[src/rtl/ls_pilot_estimator.sv]
// rtl/ls_pilot_estimator.sv - LS NRS pilot estimator: de-rotates four pilots per window and holds E1..E4 under valid/ready
module ls_pilot_estimator #(
    parameter  int IN_WIDTH  = 16,
    localparam int OUT_WIDTH = IN_WIDTH + 1
) (
    input  logic                        clk,
    input  logic                        rst,
    input  logic                        flush,
    input  logic                        pilot_valid,
    output logic                        pilot_ready,
    input  logic signed [IN_WIDTH-1:0]  pilot_r,
    input  logic signed [IN_WIDTH-1:0]  pilot_i,
    input  logic [1:0]                  nrs_bits,
    output logic [1:0]                  pilot_idx,
    output logic                        est_valid,
    input  logic                        est_ready,
    output logic signed [OUT_WIDTH-1:0] E1_r,
    output logic signed [OUT_WIDTH-1:0] E2_r,
    output logic signed [OUT_WIDTH-1:0] E3_r,
    output logic signed [OUT_WIDTH-1:0] E4_r,
    output logic signed [OUT_WIDTH-1:0] E1_i,
    output logic signed [OUT_WIDTH-1:0] E2_i,
    output logic signed [OUT_WIDTH-1:0] E3_i,
    output logic signed [OUT_WIDTH-1:0] E4_i
);

    typedef enum logic {COLLECT, HOLD} state_t;

    state_t                      state;
    logic signed [OUT_WIDTH-1:0] e_r [4];
    logic signed [OUT_WIDTH-1:0] e_i [4];

    logic signed [OUT_WIDTH-1:0] s_r, s_i;
    logic signed [OUT_WIDTH-1:0] a_r, a_i, b_r, b_i;
    logic signed [OUT_WIDTH-1:0] der_r, der_i;
    logic                        accept;

    // Multiplying by a QPSK reference of +/-1 is a conditional negate on the widened operand.
    assign s_r   = {pilot_r[IN_WIDTH-1], pilot_r};
    assign s_i   = {pilot_i[IN_WIDTH-1], pilot_i};
    assign a_r   = nrs_bits[0] ? -s_r : s_r;
    assign a_i   = nrs_bits[0] ? -s_i : s_i;
    assign b_r   = nrs_bits[1] ? -s_r : s_r;
    assign b_i   = nrs_bits[1] ? -s_i : s_i;
    assign der_r = a_r + b_i;
    assign der_i = a_i - b_r;

    assign pilot_ready = (state == COLLECT) || ((state == HOLD) && est_ready);
    assign accept      = pilot_valid && pilot_ready && !flush;

    always_ff @(posedge clk) begin
        if (!rst) begin
            state     <= COLLECT;
            est_valid <= 1'b0;
            pilot_idx <= 2'd0;
            for (int k = 0; k < 4; k++) begin
                e_r[k] <= '0;
                e_i[k] <= '0;
            end
        end else if (flush) begin
            state     <= COLLECT;
            est_valid <= 1'b0;
            pilot_idx <= 2'd0;
        end else begin
            if ((state == HOLD) && est_ready) begin
                state     <= COLLECT;
                est_valid <= 1'b0;
            end
            // A pilot accepted on the handshake edge opens the next window with no bubble.
            if (accept) begin
                e_r[pilot_idx] <= der_r;
                e_i[pilot_idx] <= der_i;
                pilot_idx      <= pilot_idx + 2'd1;
                if (pilot_idx == 2'd3) begin
                    state     <= HOLD;
                    est_valid <= 1'b1;
                end
            end
        end
    end

    assign E1_r = e_r[0];
    assign E2_r = e_r[1];
    assign E3_r = e_r[2];
    assign E4_r = e_r[3];
    assign E1_i = e_i[0];
    assign E2_i = e_i[1];
    assign E3_i = e_i[2];
    assign E4_i = e_i[3];

endmodule
[config.mk]
export PLATFORM = sky130hd
export DESIGN_NAME = ls_pilot_estimator
export DESIGN_NICKNAME = d
export VERILOG_FILES = /design/src/rtl/ls_pilot_estimator.sv
export SDC_FILE = /design/constraint.sdc
export NUM_CORES = 1
export LEC_CHECK = 0
export ABC_AREA = 0
export CORE_UTILIZATION = 25
export CTS_CLUSTER_SIZE = 28
export DETAILED_ROUTE_END_ITERATION = 6
export SYNTH_ARGS = -nofsm -noshare
export SYNTH_HDL_FRONTEND = slang
export SYNTH_SLANG_ARGS = --single-unit
export TNS_END_PERCENT = 10
[constraint.sdc]
create_clock -name clk -period 3.95 [get_ports clk]
set_clock_uncertainty 0.1 [all_clocks]
set_input_delay 0.79 -clock clk [delete_from_list [all_inputs] [get_ports clk]]
set_output_delay 0.79 -clock clk [all_outputs]
set_load 0.005 [all_outputs]
# Word level (Yosys, flattened, before mapping)
# Memory sizes are Yosys's and may differ from the RTL's.
# Cells that the tools add are included.
dict set report classes {
  n_addsub 5
  n_eq_ne 1
  muxes 21
  n_bitwise 2
  reduce_logical 8
}
# operator n
set op_table {}
lappend op_table {{17-bit two-way mux} 6}
lappend op_table {{16-bit negator with 17-bit output} 2}
lappend op_table {{17-bit OR reduction} 2}
lappend op_table {{17-bit adder} 1}
lappend op_table {{17-bit subtractor} 1}
lappend op_table {{1-bit two-way mux} 13}
lappend op_table {{2-bit two-way mux} 2}
lappend op_table {{1-bit logical AND} 3}
lappend op_table {{2-bit by 1-bit adder with 2-bit output (second input constant)} 1}
lappend op_table {{2-bit == test (second input constant)} 1}
lappend op_table {{1-bit inverter} 2}
lappend op_table {{2-bit OR reduction} 1}
lappend op_table {{1-bit zero test} 1}
lappend op_table {{1-bit logical OR} 1}
dict set report totals {
  ff_bits 4
  ramBits 136
  out_inout_bits 140
  mem_count 2
}
# name depth word_bits rd rd_ports_with_merged_regs write_ports line
set mem_list {}
lappend mem_list {e_i 4 17 4 0 4 31} ;# logic signed [OUT_WIDTH-1:0] e_i [4];
lappend mem_list {e_r 4 17 4 0 4 30} ;# logic signed [OUT_WIDTH-1:0] e_r [4];

# Depth between registers and ports, before layout
# Gate-level depths: netlist of the first run.
dict set report logic_depth {
  ltp_word 10
  depth_mapped 15
  ltp_nobuf 14
}

# Worst setup path after synthesis of the first run
# Ideal clock, no wire load.
dict set report synth_timing {
  kind {in2reg}
  startpoint {input pilot_r[3]}
  endpoint {memory e_i[1][16] (netlist name), data pin}
  arrival_time_ps 3835
  t_required_ps 3584
  setup_slack_ps -251
  path_stages 14
  path_buffers 2
  path_cell_list {or4_4 -> or4_4 -> or2_1 -> buf_6 -> o21ai_0 -> xor2_1 -> ha_1 -> clkbuf_1 -> a21oi_1 -> o21ai_0 -> a221oi_1 -> o21ai_0 -> xnor2_1 -> nor2_1}
}
# item line
set synth_rtl {}
lappend synth_rtl {{start, declared} 11} ;# input logic signed [IN_WIDTH-1:0] pilot_r,
lappend synth_rtl {{end, declared} 31}

==> results of run 1 <==
==> through the flow <==
| stage | std cells | instance area, sq um | hold slack, ps | setup TNS, ps | power (mW) |
|---|---|---|---|---|---|
| after floorplan | 753 | 7750 | 386 | -1910 | 2.40 |
| after global placement | 1444 | 11100 | 398 | -47310 | 3.21 |
| after detailed placement | 1444 | 11100 | 399 | -51430 | 3.22 |
| after CTS | 1485 | 11900 | 418 | -38.5 | 4.89 |
| after global routing | 1484 | 12000 | 449 | -110 | 5.11 |
| final | 1484 | 12000 | 412 | 0 | 4.88 |
==> power breakdown <==
| group | switching, mW | internal, mW | leakage (nW) | total, mW |
|---|---|---|---|---|
| logic | 0.768 | 0.786 | 3.13 | 1.55 |
| registers | 0.0290 | 1.67 | 1.37 | 1.70 |
| clock network | 0.624 | 0.997 | 0.286 | 1.62 |
| total | 1.42 | 3.46 | 4.78 | 4.88 |
==> critical path: cells and delay by family <==
family / cells / cell delay (ps)
AOI/OAI and AO/OA: 4 / 720
xor gates and xnor gates: 2 / 340
adders and majority gates: 1 / 280
buffers and inverters: 2 / 590
and+or+nand+nor: 5 / 1130
==> cell type report <==
cell class	count	area share [%]
inverters	21	0.657
multi-input cells	556	30.9
clock buffers	18	3.58
flip-flops and latches	136	33.7
repair buffers	343	25.6
well taps	396	4.13
clock inverters	14	1.46
==> timing repair <==
| item | in CTS | in global routing |
|---|---|---|
| pin swaps | 28 | 20 |
| cloned | 0 | 0 |
| resized for setup | 46 | 27 |
| setup buffers | 9 | 0 |
| endpoints found under the setup margin | 64 | 56 |
==> sequential cells by signal, summed over array words and instances, names as in the netlist <==
signal,flops
e_i,68
state,1
pilot_idx,2
e_r,64
est_valid,1
==> layout by cell type (no fill, tap or decap), drive strengths merged, types with 11 or more instances in the layout <==
cell,Yosys,final
clkdlybuf4s50,0,174
buf,9,169
edfxtp,132,132
nor2,127,127
nand2,76,76
xnor2,57,57
a21oi,37,37
ha,35,35
o21ai,34,34
nor3,26,26
xor2,22,22
inv,21,22
clkbuf,31,18
nand2b,15,15
a21o,12,12
nand3,11,11
==> per-layer routing <==
layer	global-route usage, %	routed length (microns)
met4	4.06	273
met3	2.25	1310
met2	24.2	11100
met5	0	0
met1	21.7	11400
==> logic make-up after synthesis <==
| family | count (synthesis) |
|---|---|
| AO/OA/AOI/OAI | 127 |
| XOR/XNOR | 79 |
| adder cells (fa/ha/maj) | 37 |
| buffers and inverters | 61 |
| flip-flops | 136 |
| multiplexers | 1 |
| AND/OR/NAND/NOR | 312 |
==> how the worst min path moves through the flow <==
stage | slack [ps] | start | end
4_1_cts | 420 | est_valid | est_valid
3_5_place_dp | 400 | est_valid | est_valid
5_1_grt | 450 | est_valid | est_valid
6_report | 410 | est_valid | est_valid
2_1_floorplan | 390 | state | est_valid
3_3_place_gp | 400 | est_valid | est_valid
==> impl_metrics.ini, run 1 <==
[synthesis]
synth_xor_area_share_pct = 8.94
ys_seq_area_share_pct = 52.3
synth_top_family_by_area = simple AND/OR/NAND/NOR gates
avgSynthCellArea_sq_um = 10.3
synthCells = 753
post_synth_and_or_nand_nor_area_fraction_pct = 18.7
muxShareOfSynthArea_pct = 0.129
synthDistinctLibCells = 59
synthesis.yosys.warnings = 0
synth_enable_flop_cells = 132
synth_largest_type_area_fraction_pct = 51.2
yosys.area.top_type = sky130_fd_sc_hd__edfxtp_1
synthesis.area_sq_mm = 0.00774
synth.top_cells.by_area = sky130_fd_sc_hd__edfxtp_1 51%, sky130_fd_sc_hd__xnor2_1 6.5%, sky130_fd_sc_hd__nor2_1 6.2%
postSynthNetCount = 829
yosys.area_share.adder_pct = 6.18
synth-seq-cells = 136
synth_commonest_cells = 132 x sky130_fd_sc_hd__edfxtp_1, 127 x sky130_fd_sc_hd__nor2_1, 75 x sky130_fd_sc_hd__nand2_1, 57 x sky130_fd_sc_hd__xnor2_1, 37 x sky130_fd_sc_hd__a21oi_1
synth_async_sr_flop_share_pct = 0
ys.flop_type = sky130_fd_sc_hd__edfxtp_1
yosys.cell_count.top_type = sky130_fd_sc_hd__edfxtp_1
synth_compound_area_share_pct = 10.5

[clock_tree]
post_cts_clock_slew_at_the_launch_and_capture_registers_of_the_worst_setup_and_hold_paths_ps = 70
ctsLongestPathBuffers = 2
cts_htree_levels = 4
clk_latency_ps = 410
cts_root_buffer = sky130_fd_sc_hd__clkbuf_16
cts_tree = built
cts.sinks = 136
cts_hold_buffers = 0
cts_made_buffers = 17

[sta]
slew-limit-headroom_pct = 65.2
fin_ws_ps = 128
timing.final.crit_share_pct = 96.8
fmax_mhz = 262
rsz0062_at_grt = yes
setup_viol_count_final = 0
timing.final.max_slew_violations = 0
post-route-min-period_ps = 3820
tightest_slew_ps = 522
finalHoldViolCount = 0

[setup_path]
rr_endpoint = e_r[0][15]
rr_worst_depth = 7
cp-end-kind = register
worst_setup_path_start_kind = input port
worstPathCellList = clkdlybuf4s50_1 > or3_4 > or2_2 > or2_4 > o31ai_4 > xor2_1 > ha_1 > a21oi_2 > nand2_1 > a221oi_2 > o21ai_1 > xnor2_1 > buf_4 > nor2_1
critPathKind = input port to register
timing.critical_path.to = e_i[1][16]
crit_path_max_cell_delay_ps = 430
crit_slowest_cell = sky130_fd_sc_hd__clkdlybuf4s50_1
timing.critical_path.required_ps = 3990
crit_path_start = pilot_r[9]
timing.reg2reg.setup_slack_ps = 1630
critical_path.reg2reg.startpoint = state
cp_max_fo = 4
cp.arrival_ps = 3870

[place]
gpl.final_weighted_congestion = 0.877
detailed_place_hpwl_mm = 18.6
placement.setup.worst_slack_ps = -918
buffer_ports.inserted = 178

[detailed_routing]
detail_route.first_pass.iterations = 5
wl_mm = 24.1
drcViolationCount = 0
vias_per_cell = 4.50
drt-wirelength-per-cell_microns = 16.2
dr.first_iter.drc_count = 502
final_antenna_net_count = 0
num_vias = 6679

[global_route]
grt_overflow = 0
groute.usage.overall_pct = 15.3
grt_max_degree = 37
antenna_violations_before_repair = 0
grt_first_pass_wirelength_mm = 36.8
first_global_vias = 6642

[floorplan]
die_h_microns = 178
die_extent_in_x_microns = 178
design.die.area_sq_mm = 0.0317
rows = 64
initial_core_util_pct = 25.4
floorplan.core_area_sq_mm = 0.0305
io-pin-count = 179

[cells_and_area]
seq_area_sq_mm = 0.00404
multi_input_comb_area_sq_mm = 0.00370
area_growth_pct = 55.1
insertedDiodeCount = 0
layout.filler_cells = 3007
drive_gt1_share_pct = 23.8
final_net_count = 1151
share_of_the_core_filled_with_cells_pct = 39.3

[min_path]
worst_hold_path_type = register to register
holdPathStages = 2

[pwr]
max-vdd-ir-drop_v = 0.000313
power_leakage_nw = 4.78
p_per_area_mw_per_mm2 = 406

[outcome]
run_status = completed

[flow_run]
max-cap-violations = 0
(Power assumes the default switching activity.)
==> run 2: changes to the inputs <==
--- a/config.mk
+++ b/config.mk
@@ -6,9 +6,11 @@
 export NUM_CORES = 1
 export LEC_CHECK = 0
 export ABC_AREA = 0
-export CORE_UTILIZATION = 25
+export CORE_MARGIN = 2
+export CORE_UTILIZATION = 46
 export CTS_CLUSTER_SIZE = 28
 export DETAILED_ROUTE_END_ITERATION = 6
+export PLACE_DENSITY = 0.77
 export SYNTH_ARGS = -nofsm -noshare
 export SYNTH_HDL_FRONTEND = slang
 export SYNTH_SLANG_ARGS = --single-unit
==> run 2 against run 1 <==
Against the previous run: fmax down 3.1%; flip-flop and latch count unchanged; total power down 1.2%; wire length down 5.1%; critical path depth unchanged; cell count down 12%; die area down 44%; register-to-register slack about the same; worst hold slack better by 34 ps; global-route usage up 10 points; critical path type unchanged; largest cell class unchanged.
==> impl_metrics.ini, run 2 (synthesis gave the netlist of run 1 again) <==
[outcome]
run_status = completed

[place]
dpl-instance-area_sq_mm = 0.0108
buffer_ports.inserted = 178
detailed_place_hpwl_mm = 16.3
gpl.final_weighted_congestion = 0.940

[clock_tree]
cts_root_buffer = sky130_fd_sc_hd__clkbuf_16
cts_htree_levels = 4
cts_made_buffers = 17
ctsLongestPathBuffers = 2
post_cts_clock_slew_at_the_launch_and_capture_registers_of_the_worst_setup_and_hold_paths_ps = 60
cts_hold_buffers = 0
cts_tree = built
cts.sinks = 136
clk_latency_ps = 410

[cells_and_area]
final_common_cell = sky130_fd_sc_hd__clkdlybuf4s50_1
registers_with_the_most_flip_flops = e_i (68), e_r (64), pilot_idx (2)
final_net_count = 1144
insertedDiodeCount = 0
top_register_by_number_of_flip_flops = e_i
drive_gt1_share_pct = 23.7
layout.cells.most_common_list = 174 x sky130_fd_sc_hd__clkdlybuf4s50_1, 155 x sky130_fd_sc_hd__buf_4, 132 x sky130_fd_sc_hd__edfxtp_1
cell_area_after_layout_sq_mm = 0.0117
seq_area_sq_mm = 0.00404
largest_register_ffs = 68
layout.filler_cells = 1204
multi_input_comb_area_sq_mm = 0.00373
area_growth_pct = 51.0
share_of_the_core_filled_with_cells_pct = 70.7

[sta]
hold-worst-slack_ps = 445
tns_ps = 0
fmax_mhz = 254
setup_viol_count_final = 0
tightest_slew_ps = 521
timing.final.max_slew_violations = 0
timing.final.crit_share_pct = 99.8
slew-limit-headroom_pct = 65.3
finalHoldViolCount = 0
rsz0062_at_grt = yes
post-route-min-period_ps = 3940

[setup_path]
cpMostUsedCell = sky130_fd_sc_hd__or4_4
critPathKind = input port to register
worst_setup_path_start_kind = input port
timing.reg2reg.setup_slack_ps = 1630
crit_slowest_cell = sky130_fd_sc_hd__or4_4
crit_path_max_cell_delay_ps = 530
cp_max_fo = 7
cp.arrival_ps = 3990
rr_worst_depth = 7
critical_path.reg2reg.startpoint = state
cp-end-kind = register
worstPathCellList = buf_2 > or4_4 > or4_4 > or2_4 > o21ai_2 > xor2_1 > ha_1 > a21oi_2 > o21ai_0 > a221oi_2 > o21ai_1 > xnor2_1 > buf_4 > nor2_2
timing.critical_path.required_ps = 4000
rr_endpoint = e_r[0][15]

[global_route]
groute.usage.overall_pct = 25.5
first_global_vias = 6661
grt_overflow = 0
antenna_violations_before_repair = 0
grt_max_degree = 37
grt_first_pass_wirelength_mm = 35.4

[min_path]
holdPathStages = 2
min_delay_worst_endpoint = est_valid
hold_path.startpoint = est_valid
worst_hold_path_type = register to register

[detailed_routing]
drcViolationCount = 0
detail_route.first_pass.iterations = 5
vias_per_cell = 5.35
final_antenna_net_count = 0
num_vias = 6954
drt-wirelength-per-cell_microns = 17.6
dr.first_iter.drc_count = 496
wl_mm = 22.9

[floorplan]
floorplan.core_area_sq_mm = 0.0165
die_h_microns = 134
design.die.area_sq_mm = 0.0179
io-pin-count = 179
initial_core_util_pct = 46.8
die_extent_in_x_microns = 134
rows = 47

[pwr]
power_leakage_nw = 4.72
p_per_area_mw_per_mm2 = 412
total_power_mw = 4.82
max-vdd-ir-drop_v = 0.000290

[flow_run]
max-cap-violations = 0
run 2: cell count changes in the layout (fill, tap and decap cells not counted), moves of 2 or more:
cell,delta
sky130_fd_sc_hd__ha_2,-2
sky130_fd_sc_hd__nand2_2,-2
sky130_fd_sc_hd__inv_6,+2
sky130_fd_sc_hd__buf_12,-3
sky130_fd_sc_hd__nor2_1,-6
sky130_fd_sc_hd__a21boi_0,-2
sky130_fd_sc_hd__buf_4,-5
sky130_fd_sc_hd__nor2_2,+6
sky130_fd_sc_hd__a21boi_1,+2
sky130_fd_sc_hd__clkinv_4,-2
sky130_fd_sc_hd__nand2_1,+2
run 2: what timing repair did:
action                     CTS  global route
setup endpoints to repair   72            54
pin swaps                   21            16
resized for setup           47            35
buffers inserted            11             0
gates cloned                 0             0
run 2: worst max path at each step:
stage                             to  depth (start not counted)       start  slack (ps)
after floorplan           e_r[3][14]                         12  pilot_r[3]        -110
after CTS                 e_i[0][16]                         16  pilot_r[0]          20
after detailed placement  e_r[0][14]                         12  pilot_r[1]        -900
final                     e_i[0][16]                         14  pilot_r[2]           6
after global placement    e_i[0][16]                         14  pilot_r[3]        -730
after global routing      e_i[0][16]                         17  pilot_r[0]         -70
run 2: metrics by stage:
step / worst slack, ps / std cells
5_1_grt: -73.1 / 1301
3_5_place_dp: -904 / 1258
4_1_cts: 21.5 / 1301
2_1_floorplan: -115 / 753
3_3_place_gp: -734 / 1258
6_report: 6.13 / 1301
run 2: layer usage:
metal	GRT usage, %	part of all wire, %	vias to the layer above
met5	0	0	-
met4	9.16	2.9	0
met3	3.65	6.6	44
met1	35.0	43	3300
li1	-	-	3295
met2	41.3	48	315
run 2: power breakdown:
group | switching, mW | internal [mW]
clock | 0.614 | 0.932
sequential | 0.0296 | 1.67
combinational | 0.787 | 0.782
total | 1.43 | 3.39
run 2: cell type report:
class | instances | area share, %
Inverter | 21 | 0.674
Multi-Input combinational cell | 556 | 31.9
Clock inverter | 14 | 1.27
Tap cell | 220 | 2.36
Clock buffer | 18 | 3.67
Timing Repair Buffer | 336 | 25.5
Sequential cell | 136 | 34.6
run 2: worst max-delay path, delay by kind of cell:
kind                     cells  cell delay [ps]
AND/OR/NAND/NOR              4             1400
AO/OA/AOI/OAI                5              890
XOR/XNOR                     2              310
adder cells (fa/ha/maj)      1              300
buffers and inverters        2              290
